**config.mk**
```make
export PLATFORM = sky130hd
export DESIGN_NAME = zoran_nios_recv_port
export DESIGN_NICKNAME = d
export VERILOG_FILES = /design/src/rtl/zoran_nios_recv_port.sv
export SDC_FILE = /design/constraint.sdc
export NUM_CORES = 1
export LEC_CHECK = 0
export CELL_PAD_IN_SITES_DETAIL_PLACEMENT = 0
export CELL_PAD_IN_SITES_GLOBAL_PLACEMENT = 2
export CORE_ASPECT_RATIO = 0.6
export CORE_UTILIZATION = 44
export DETAILED_ROUTE_END_ITERATION = 12
export HOLD_SLACK_MARGIN = 0.03
export PLACE_DENSITY = 0.82
export SLEW_MARGIN = 30
export SYNTH_ARGS = -nofsm -noshare
export SYNTH_HDL_FRONTEND = slang
export SYNTH_SLANG_ARGS = --single-unit
export TNS_END_PERCENT = 20
```
**constraint.sdc**
```tcl
create_clock -name clk -period 8.8 [get_ports clk]
set_input_delay 1.32 -clock clk [delete_from_list [all_inputs] [get_ports clk]]
set_output_delay 1.32 -clock clk [all_outputs]
set_load 0.01 [all_outputs]
```
**src/rtl/zoran_nios_recv_port.sv**
```systemverilog
// zoran_nios_recv_port: Avalon-MM input port.
// Synchronises an asynchronous input bus and detects edges of a selectable
// type. It keeps per-bit sticky capture flags and a maskable level interrupt.
// On every unmasked edge it snapshots the input word into a FIFO.
//
// Bus handshake: a read is chipselect & ~read_n. The data for that read
// appears on readdata after the same clk edge (latency 1) and is held until
// the next read. A write is chipselect & ~write_n and takes effect at that
// edge. There are no wait states; every access completes in one cycle.
module zoran_nios_recv_port #(
  parameter int WIDTH       = 32,
  parameter int SYNC_STAGES = 2,
  parameter int EDGE_TYPE   = 0,
  parameter int FIFO_DEPTH  = 8
) (
  input  logic             clk,
  input  logic             reset_n,
  input  logic [2:0]       address,
  input  logic             chipselect,
  input  logic             read_n,
  input  logic             write_n,
  input  logic [31:0]      writedata,
  input  logic [WIDTH-1:0] in_port,
  output logic [31:0]      readdata,
  output logic             irq
);

  localparam int PW = (FIFO_DEPTH > 1) ? $clog2(FIFO_DEPTH) : 1;
  localparam int CW = PW + 1;
  localparam logic [CW-1:0] FULL_COUNT = CW'(FIFO_DEPTH);

  logic [SYNC_STAGES-1:0][WIDTH-1:0] r_sync;
  logic [WIDTH-1:0] r_prev;
  logic [WIDTH-1:0] r_edge_cap;
  logic [WIDTH-1:0] r_irq_mask;
  logic [WIDTH-1:0] r_mem [FIFO_DEPTH];
  logic [PW-1:0]    r_wr_ptr;
  logic [PW-1:0]    r_rd_ptr;
  logic [CW-1:0]    r_count;
  logic             r_overflow;

  logic [WIDTH-1:0] w_sync;
  logic [WIDTH-1:0] w_rise;
  logic [WIDTH-1:0] w_fall;
  logic [WIDTH-1:0] w_edge;
  logic             w_rd_en;
  logic             w_wr_en;
  logic [WIDTH-1:0] w_ec_clr;
  logic [WIDTH-1:0] w_ec_next;
  logic [WIDTH-1:0] w_mask_next;
  logic             w_empty;
  logic             w_full;
  logic             w_push;
  logic             w_pop;
  logic             w_fifo_wr;
  logic             w_drop;
  logic             w_ovf_next;
  logic [31:0]      w_sync32;
  logic [31:0]      w_head32;
  logic [31:0]      w_mask32;
  logic [31:0]      w_ec32;
  logic [31:0]      w_status;
  logic [31:0]      w_rd_mux;

  assign w_sync  = r_sync[SYNC_STAGES-1];
  assign w_rise  = w_sync & ~r_prev;
  assign w_fall  = ~w_sync & r_prev;
  assign w_rd_en = chipselect & ~read_n;
  assign w_wr_en = chipselect & ~write_n;

  // Select which transitions count as an edge.
  always_comb begin
    w_edge = w_rise;
    if (EDGE_TYPE == 1)      w_edge = w_fall;
    else if (EDGE_TYPE == 2) w_edge = w_rise | w_fall;
  end

  // Write-1-to-clear of the capture flags; a new edge wins over the clear.
  always_comb begin
    w_ec_clr    = '0;
    w_mask_next = r_irq_mask;
    if (w_wr_en && address == 3'd3) w_ec_clr    = writedata[WIDTH-1:0];
    if (w_wr_en && address == 3'd2) w_mask_next = writedata[WIDTH-1:0];
    w_ec_next = (r_edge_cap & ~w_ec_clr) | w_edge;
  end

  // FIFO control: a pop frees the slot a same-cycle push needs when full.
  always_comb begin
    w_empty    = (r_count == '0);
    w_full     = (r_count == FULL_COUNT);
    w_push     = |(w_edge & r_irq_mask);
    w_pop      = w_rd_en && (address == 3'd1) && !w_empty;
    w_fifo_wr  = w_push && (!w_full || w_pop);
    w_drop     = w_push && w_full && !w_pop;
    w_ovf_next = w_drop ||
                 (r_overflow && !(w_wr_en && address == 3'd4 && writedata[2]));
  end

  // Zero-extend the narrow registers onto the 32-bit read bus.
  always_comb begin
    w_sync32 = '0;
    w_head32 = '0;
    w_mask32 = '0;
    w_ec32   = '0;
    w_status = '0;
    w_sync32[WIDTH-1:0] = w_sync;
    if (!w_empty) w_head32[WIDTH-1:0] = r_mem[r_rd_ptr];
    w_mask32[WIDTH-1:0] = r_irq_mask;
    w_ec32[WIDTH-1:0]   = r_edge_cap;
    w_status[8 +: CW]   = r_count;
    w_status[2]         = r_overflow;
    w_status[1]         = w_full;
    w_status[0]         = w_empty;
  end

  // Register-map read mux.
  always_comb begin
    w_rd_mux = '0;
    case (address)
      3'd0:    w_rd_mux = w_sync32;
      3'd1:    w_rd_mux = w_head32;
      3'd2:    w_rd_mux = w_mask32;
      3'd3:    w_rd_mux = w_ec32;
      3'd4:    w_rd_mux = w_status;
      default: w_rd_mux = '0;
    endcase
  end

  // Synchroniser chain and previous-value register for edge detection.
  always_ff @(posedge clk) begin
    if (!reset_n) begin
      r_sync <= '0;
      r_prev <= '0;
    end else begin
      r_sync <= {r_sync[SYNC_STAGES-2:0], in_port};
      r_prev <= w_sync;
    end
  end

  // Capture flags, interrupt mask, overflow flag and the registered irq.
  always_ff @(posedge clk) begin
    if (!reset_n) begin
      r_edge_cap <= '0;
      r_irq_mask <= '0;
      r_overflow <= 1'b0;
      irq        <= 1'b0;
    end else begin
      r_edge_cap <= w_ec_next;
      r_irq_mask <= w_mask_next;
      r_overflow <= w_ovf_next;
      irq        <= |(w_ec_next & w_mask_next);
    end
  end

  // FIFO pointers and occupancy count.
  always_ff @(posedge clk) begin
    if (!reset_n) begin
      r_wr_ptr <= '0;
      r_rd_ptr <= '0;
      r_count  <= '0;
    end else begin
      if (w_fifo_wr) r_wr_ptr <= r_wr_ptr + 1'b1;
      if (w_pop)     r_rd_ptr <= r_rd_ptr + 1'b1;
      if (w_fifo_wr && !w_pop)      r_count <= r_count + 1'b1;
      else if (!w_fifo_wr && w_pop) r_count <= r_count - 1'b1;
    end
  end

  // FIFO storage; contents are only meaningful behind the count.
  always_ff @(posedge clk) begin
    if (w_fifo_wr) r_mem[r_wr_ptr] <= w_sync;
  end

  // Registered read data, held between reads.
  always_ff @(posedge clk) begin
    if (!reset_n)     readdata <= '0;
    else if (w_rd_en) readdata <= w_rd_mux;
  end

endmodule

```
**After elaboration in Yosys (flattened, before gate mapping)**

Memories as Yosys holds them, arrays and structs flattened. A register that Yosys moved wholly into a read port is not among the register bits.
Index checks and enable logic that the tools add are counted.

- $add $sub $neg: 4
- Multiply operators: 0
- Div/mod/pow operators: 0
- Magnitude comparators: 0
- Eq/ne operators: 5
- Shifts and indexed selects: 0
- Muxes and demuxes: 10
- Bitwise logic cells: 11
- Reduce and logical (&&, ||, !) cells: 24

Operators with widths:

| cell | number |
|---|---|
| 32-bit one-hot mux with 5 select lines | 1 |
| 32-bit AND | 4 |
| 32-bit two-way mux | 3 |
| 32-bit NOT | 2 |
| 32-bit OR reduction | 2 |
| 32-bit bitwise OR | 1 |
| 1-bit logical AND | 12 |
| 4-bit two-way mux | 2 |
| 3-bit by 1-bit adder with 3-bit output, second input constant | 2 |
| 3-bit by 2-bit == test with 1-bit output, second input constant | 2 |
| 3-bit two-way mux | 2 |
| 1-bit zero test | 5 |
| 4-bit by 1-bit adder with 4-bit output, second input constant | 1 |
| 4-bit == test, second input constant | 1 |
| 4-bit zero test | 1 |
| 4-bit by 1-bit subtractor with 4-bit output, second input constant | 1 |
| 3-bit by 1-bit == test with 1-bit output, second input constant | 1 |
| 3-bit == test, second input constant | 1 |
| 3-bit zero test | 1 |
| 1-bit AND | 2 |
| 1-bit logical OR | 2 |
| 1-bit two-way mux | 2 |
| 1-bit NOT | 2 |
| 2-bit nonzero test | 1 |

- Flip-flop bits (word level): 204
- Bits in latches: 0
- RAM bits: 256
- ROM bits: 0
- Output and inout port bits: 33
- Memories: 1

Memory list:

| name | depth | bits a word | rd ports | clocked after memory_dff | write ports | line | source |
|---|---|---|---|---|---|---|---|
| r_mem | 8 | 32 | 1 | 1 | 1 | 36 | `logic [WIDTH-1:0] r_mem [FIFO_DEPTH];` |

**Logic depth before layout (Yosys ltp)**

Gate-level depths: netlist of run 1.

- Depth in word-level cells: 10
- Gate-level depth with buffers: 13
- Mapped depth without buffers: 12

**Worst setup path after synthesis of run 1**

Ideal clock, no wire load.

- Path type: input to register
- Start point: in address[0]
- End point: mem r_mem[1][0] (enable)
- Setup time: 0.468 ns
- Arrival time: 5.077 ns
- Data required time: 8.332 ns
- Path slack: 3.255 ns
- Cell stages on the path: 7
- Cells stage by stage: buf_2 > or4b_1 > clkbuf_1 > o211a_1 > a21oi_2 > nand2b_1 > nor3b_1

- Word-level cells in the longest chain between the ends: 7

RTL lines:

| what | line | source |
|---|---|---|
| from (decl) | 18 | `input logic [2:0] address,` |
| 3-bit by 1-bit == test with 1-bit output | 92 | `w_pop = w_rd_en && (address == 3'd1) && !w_empty;` |
| 1-bit logical AND (2 in a row) | 92 |  |
| 1-bit logical OR | 93 | `w_fifo_wr = w_push && (!w_full \|\| w_pop);` |
| 1-bit logical AND | 93 |  |
| via w_fifo_wr | 55 | `logic w_fifo_wr;` |
| 1-bit two-way mux | 171 | `if (w_fifo_wr) r_mem[r_wr_ptr] <= w_sync;` |
| 1-bit two-way mux (implied by the code) | 171 |  |
| to (decl) | 36 |  |

The timed path passes the listed nets, and every way through them passes these cells.

**Worst setup path in the final report of run 1**

- Start point: in chipselect
- End point: reg irq

- Word-level cells in the longest chain between the ends: 8
- Elaborated cells between the ends (all ways): 10

RTL lines:

| what | line | source |
|---|---|---|
| from (decl) | 19 | `input logic chipselect,` |
| 1-bit AND * | 69 | `assign w_wr_en = chipselect & ~write_n;` |
| 1-bit logical AND | 82 | `if (w_wr_en && address == 3'd3) w_ec_clr = writedata[WIDTH-1:0];` |
| 32-bit two-way mux | 82 |  |
| 32-bit NOT | 84 | `w_ec_next = (r_edge_cap & ~w_ec_clr) \| w_edge;` |
| 32-bit AND | 84 |  |
| 32-bit bitwise OR | 84 |  |
| 32-bit AND * | 151 | `irq <= \|(w_ec_next & w_mask_next);` |
| 32-bit OR reduction * | 151 |  |
| to (signal assigned) | 151 |  |
| to (decl) | 25 | `output logic irq` |

Mark *: on every way between the ends. The rest lies on a longest branch, timed or not.
A chain may end at the register's enable or synchronous reset.

==> results of run 1 <==
layout by cell type, fill, tap and decap left out, types with 6 or more instances in the layout:
| master | count |
|---|---|
| dfxtp_1 | 204 |
| and2_1 | 102 |
| nor2b_1 | 34 |
| nand2b_1 | 7 |
| mux2_2 | 25 |
| nand3b_1 | 28 |
| buf_4 | 23 |
| a22oi_1 | 57 |
| o21ai_1 | 14 |
| a211oi_1 | 15 |
| nor2_1 | 90 |
| o2111ai_1 | 8 |
| nor3_1 | 7 |
| o22ai_1 | 28 |
| clkbuf_16 | 46 |
| mux4_2 | 64 |
| nand2_1 | 23 |
| mux2i_1 | 51 |
| nand3_1 | 26 |
| clkbuf_1 | 14 |
| edfxtp_1 | 256 |
| clkinv_2 | 6 |
| a21oi_1 | 38 |
| a221oi_1 | 10 |
| o21ai_0 | 25 |
| inv_1 | 19 |
| clkdlybuf4s50_1 | 100 |
state kept, by name (all words and copies together) (netlist names), 3 cells and up, named ones only:
name and cells:
r_wr_ptr 3, r_irq_mask 32, r_mem 256, readdata 32
w_sync 32, r_edge_cap 32, r_prev 32, r_sync 32
r_rd_ptr 3, r_count 4
metrics by stage:
stage | power [W] | std cells | hold slack (ns) | setup slack (ns)
3_3_place_gp | 0.002610 | 1861 | 0.4176 | 3.463
4_1_cts | 0.004409 | 1942 | 0.4309 | 3.671
2_1_floorplan | 0.002504 | 1287 | 0.4119 | 3.255
6_report | 0.004377 | 1942 | 0.4290 | 4.241
3_5_place_dp | 0.002612 | 1864 | 0.4177 | 3.132
5_1_grt | 0.004518 | 1942 | 0.4397 | 4.126
path summary, 6_finish.rpt:
check	from	endpoint	slack [ns]
max	chipselect	irq	4.24
min	r_sync[19]	w_sync[19]	0.43
min reg2reg	r_sync[19]	w_sync[19]	0.43
max reg2reg	w_sync[8]	r_count[3]	5.20
power by group:
part / internal, W / total, W / switching [W] / leakage (nW)
clock network: 0.00102 / 0.00181 / 0.000787 / 0.663
registers: 0.00231 / 0.00235 / 0.0000392 / 4.04
logic: 0.0000922 / 0.000215 / 0.000122 / 2.25
total: 0.00343 / 0.00438 / 0.000949 / 6.95
routing by layer:
metal | part of all wire (%) | vias up | GRT usage, %
li1 | - | 5041 | -
met1 | 49 | 5705 | 35.73
met2 | 44 | 411 | 32.96
met3 | 6.5 | 50 | 3.614
met4 | 1.3 | 0 | 4.492
met5 | 0 | - | 0
cell type report:
class                   instances  area [um2]
clock inverters                12       81.33
repair buffers                128        1254
inverters                      20       76.32
multi-input cells             722        5868
well taps                     531       664.4
clock buffers                  66        1271
fillers                      3377       19380
flip-flops and latches        463       11840
kinds of logic (layout without fill, tap and decap cells):
| kind of cell | count (synthesis) | in the layout | synth area share [%] |
|---|---|---|---|
| XOR/XNOR | 7 | 7 | 0.3396 |
| AND/OR/NAND/NOR | 345 | 345 | 10.47 |
| AO/OA/AOI/OAI | 222 | 222 | 8.352 |
| flip-flops | 463 | 463 | 65.54 |
| multiplexers | 142 | 142 | 12.50 |
| adder cells (fa/ha/maj) | 6 | 6 | 0.4574 |
| buffers and inverters | 102 | 226 | 2.343 |
==> flow_metrics.tcl, run 1 <==
set metrics [dict create \
    layout.nets 1455 \
    fin_setup_tns_ns 0 \
    io_pins 105 \
    max_slew_margin_pct 37.51 \
    h-tree-depth 2 \
    clockBufferDepth 3 \
    grt_pass1_wl_mm 70.70 \
    ir_drop_uv 165.0 \
    ctsHoldBuffers 0 \
    worst-setup-path-type "in -> reg" \
    p_leak_nw 6.954 \
    yosysTopAreaCell "edfxtp_1" \
    drt_iter0_markers 1057 \
    drv_slew 0 \
    cp_top_family "compound AO/OA/AOI/OAI gates" \
    crit_slowest_cell "a2111oi_1" \
    ys_seq_area_share_pct 65.54 \
    drt_wl_total_mm 47.20 \
    syn_nets 1365 \
    place_area_um2 19690 \
    antenna_left 0 \
    initial_core_util_pct 44.64 \
    clock_sinks 463 \
    routedWlPerCell_um 24.30 \
    cts_tree "done" \
    num_vias 11207 \
    post-route-period-util_pct 51.81 \
    slowest_delay_ns 0.81 \
    synth_top_flop_cell "edfxtp_1" \
    synth_edf_count 256 \
    cts_setup_buffers 0 \
    routed_via_density 5.771 \
    rr_worst_depth 12 \
    drc 0 \
    critical_path_required_ns 9.23 \
    syn_avg_cell_area_um2 14.03 \
    outcome "finished clean" \
    die_area_um2 41870 \
    dp_hpwl_mm 31.14 \
    critPathBufInv 1 \
    rsz0062_at_grt "false" \
    fin_area_um2 21050 \
    setup_viol 0 \
    gp_congestion 0.8635 \
    antenna_cells 0 \
    worst_pin_slew_ns 0.9288 \
    cts_buffers 42 \
    fin_util_pct 52.06 \
    hold_violations 0 \
    fmax_mhz 219.3 \
    yosys-top-cells-count "256 x edfxtp_1, 207 x dfxtp_1, 102 x and2_1" \
    critPathLaunchType "input port" \
    cts_resized 0 \
    holdPathStages 1 \
    die_w_um 263.5 \
    cts-root-buf "clkbuf_16" \
    min_path_type "reg -> reg" \
    core_um2 40440 \
    cp-end-kind "register" \
    period_needed_ns 4.560 \
    yosys_warnings 0 \
    drtPass1Iterations 5 \
    grt_use_total_pct 22.69 \
    fin_worst_skew_ns 0.02206 \
    numPortBuffers 104 \
    arrival_ns 4.99 \
    grt_max_degree 77 \
    final_layout_size_suffix_gt1_share_pct 14.32 \
    worst-path-stages 7 \
    row_count 57 \
    yosys.cell_types.count 57 \
    synth_top_cell_area_share_pct 42.58 \
    synthesis.area_um2 18050 \
    ys_seq_elements 463 \
    powerDensity_nw_per_um2 207.9 \
    grt_overflow_total 0 \
    worstPathMaxFanout 18 \
    synth_most_common_cell "edfxtp_1" \
    grt_antenna_before_repair 0 \
    area_growth_syn_to_layout_pct 16.62 \
    clk-insertion-delay-late_ns 0.55 \
    grt_pass1_vias 10859 \
    cp_cell_sequence "clkdlybuf4s50_1 -> nor3b_4 -> nand2_2 -> mux2_2 -> a2111oi_1 -> o2111ai_1 -> o41a_1" \
    die_h_um 158.9 \
    path_clk_slew_ns 0.06 \
    async_reset_ff_share_pct 0 \
    maxCapViolCount 0 \
    syn_inst 1287 \
    synthTopCellsByArea "edfxtp_1 43%, dfxtp_1 23%, mux4_2 8.0%" \
]
No activity file was read; power rests on OpenSTA's default activity.
==> run 2: changes to the inputs <==
--- a/config.mk
+++ b/config.mk
@@ -8,10 +8,10 @@
 export CELL_PAD_IN_SITES_DETAIL_PLACEMENT = 0
 export CELL_PAD_IN_SITES_GLOBAL_PLACEMENT = 2
 export CORE_ASPECT_RATIO = 0.6
-export CORE_UTILIZATION = 44
+export CORE_UTILIZATION = 43
 export DETAILED_ROUTE_END_ITERATION = 12
 export HOLD_SLACK_MARGIN = 0.03
-export PLACE_DENSITY = 0.82
+export PLACE_DENSITY = 0.81
 export SLEW_MARGIN = 30
 export SYNTH_ARGS = -nofsm -noshare
 export SYNTH_HDL_FRONTEND = slang
==> constraint.sdc (replaced) <==
create_clock -name clk -period 4.7 [get_ports clk]
set_input_delay 0.705 -clock clk [delete_from_list [all_inputs] [get_ports clk]]
set_output_delay 0.705 -clock clk [all_outputs]
set_load 0.01 [all_outputs]
==> flow_metrics.tcl, run 2 (same netlist as run 1, synthesis figures left out) <==
set metrics [dict create \
    outcome "finished clean" \
    cp-end-kind "register" \
    largest_register "r_mem" \
    dp_hpwl_mm 31.00 \
    crit_slowest_cell "or4b_1" \
    numPortBuffers 104 \
    post-route-period-util_pct 73.16 \
    drt_wl_total_mm 47.53 \
    swShare_pct 21.74 \
    largest_reg_flops 256 \
    grt_antenna_before_repair 0 \
    r2r-end "r_count[3]" \
    row_count 57 \
    worst_pin_slew_ns 0.9545 \
    gp_congestion 0.9099 \
    die_h_um 160.7 \
    powerDensity_nw_per_um2 384.5 \
    drc 0 \
    die_area_um2 42830 \
    setup_viol 0 \
    cts_buffers 42 \
    grt_pass1_vias 10953 \
    layout_commonest_cell "edfxtp_1" \
    power.share.sequential_pct 54.1 \
    cts_setup_buffers 0 \
    routed_via_density 5.668 \
    max_slew_margin_pct 36.37 \
    drv_slew 0 \
    fmax_mhz 290.8 \
    layout.nets 1468 \
    p_int_w 0.006365 \
    fin_worst_skew_ns 0.01591 \
    grt_overflow_total 0 \
    min-delay-start "r_sync[19]" \
    fillers 3488 \
    routedWlPerCell_um 23.99 \
    initial_core_util_pct 44.10 \
    rr_worst_depth 13 \
    critical_path_required_ns 5.16 \
    antenna_cells 0 \
    drt_iter0_markers 1146 \
    hold-path-endpoint "w_sync[19]" \
    area_growth_syn_to_layout_pct 17.16 \
    min_path_type "reg -> reg" \
    comb_power_share_pct 5.0 \
    drtPass1Iterations 8 \
    h-tree-depth 2 \
    core_um2 40940 \
    power_w 0.008133 \
    final_layout_size_suffix_gt1_share_pct 14.78 \
    cp_cell_sequence "nor4_1 -> or4b_1 -> buf_4 -> o211a_1 -> a21oi_2 -> ha_1 -> inv_1 -> ha_1 -> a21o_1 -> a21oi_1 -> xnor2_1 -> or3_1 -> a21oi_1" \
    rsz0062_at_grt "false" \
    r2r_slack_ns 1.26 \
    grt_use_total_pct 22.48 \
    clock_sinks 463 \
    arrival_ns 3.90 \
    clockBufferDepth 3 \
    worst-setup-path-type "reg -> reg" \
    worstPathMaxFanout 15 \
    path_clk_slew_ns 0.07 \
    maxCapViolCount 0 \
    clockPowerShare_pct 40.9 \
    grt_pass1_wl_mm 71.07 \
    switchingPower_w 0.001768 \
    die_w_um 266.5 \
    postLayoutSetupSlackWorst_ns 1.262 \
    cts-root-buf "clkbuf_16" \
    period_needed_ns 3.438 \
    cts_tree "done" \
    cts_resized 0 \
    p_leak_nw 6.991 \
    dp_slack_ns 0.8071 \
    critPathLaunchType "register" \
    clk-insertion-delay-late_ns 0.55 \
    grt_max_degree 61 \
    antenna_left 0 \
    final_cell_mix "256 x edfxtp_1, 204 x dfxtp_1, 102 x and2_1" \
    holdPathStages 1 \
    io_pins 105 \
    ctsHoldBuffers 0 \
    ir_drop_uv 286.3 \
    hold_violations 0 \
    num_vias 11228 \
    slowest_delay_ns 0.48 \
    r2r_start "r_count[0]" \
]
[run 2: through the flow]
stage	instance area, um2	instances	util, %	hold WS, ns	TNS, ns
after CTS	21150	1981	51.66	0.4299	0
after floorplan	18050	1287	-	0.4119	-28.91
final	21150	1981	51.67	0.4287	0
after detailed placement	19850	1906	48.48	0.4179	0
after global placement	19820	1905	48.41	0.4172	0
after global routing	21150	1981	51.67	0.4364	0
[run 2: worst max-delay path, delay by kind of cell, from the launching register on]
kind,cells,cell delay [ns]
compound gates,5,1.03
xor+xnor,1,0.09
fa+ha+maj,2,0.52
buf+inv,2,0.31
flops,1,0.46
simple gates,3,0.95
[run 2: cell type report]
class	count	area (um2)	area share, %
Clock buffer	61	1184	5.596
Clock inverter	14	118.9	0.5620
Inverter	20	76.32	0.3609
Multi-Input combinational cell	722	5859	27.70
Sequential cell	463	11840	55.98
Tap cell	560	700.7	3.313
Timing Repair Buffer	141	1371	6.484
[run 2: layer usage]
metal  routed length, um  part of all wire [%]  up-vias  GRT usage (%)
met5                   0                     0        -              0
met4                 822                   1.7        0          4.728
met3                3638                   7.7       53          4.247
met2               19820                    42      413          31.79
met1               23250                    49     5698          35.60
li1                    -                     -     5064              -
[run 2: how the worst max path moves through the flow]
stage	startpoint	end	slack, ns	depth (start not counted)
5_1_grt	w_sync[30]	r_count[3]	0.93	12
3_5_place_dp	chipselect	irq	0.81	7
6_report	r_count[0]	r_count[3]	1.26	13
3_3_place_gp	chipselect	irq	0.93	7
2_1_floorplan	address[0]	r_mem[1][0]	-0.23	7
4_1_cts	w_sync[30]	r_count[3]	1.26	12
[run 2: power groups by stage]
stage          clock [W]  sequential, W  combinational (W)
3_3_place_gp           0        0.00448           0.000406
5_1_grt          0.00356        0.00440           0.000440
3_5_place_dp           0        0.00449           0.000406
4_1_cts          0.00341        0.00440           0.000408
6_report         0.00333        0.00440           0.000407
2_1_floorplan          0        0.00446           0.000231
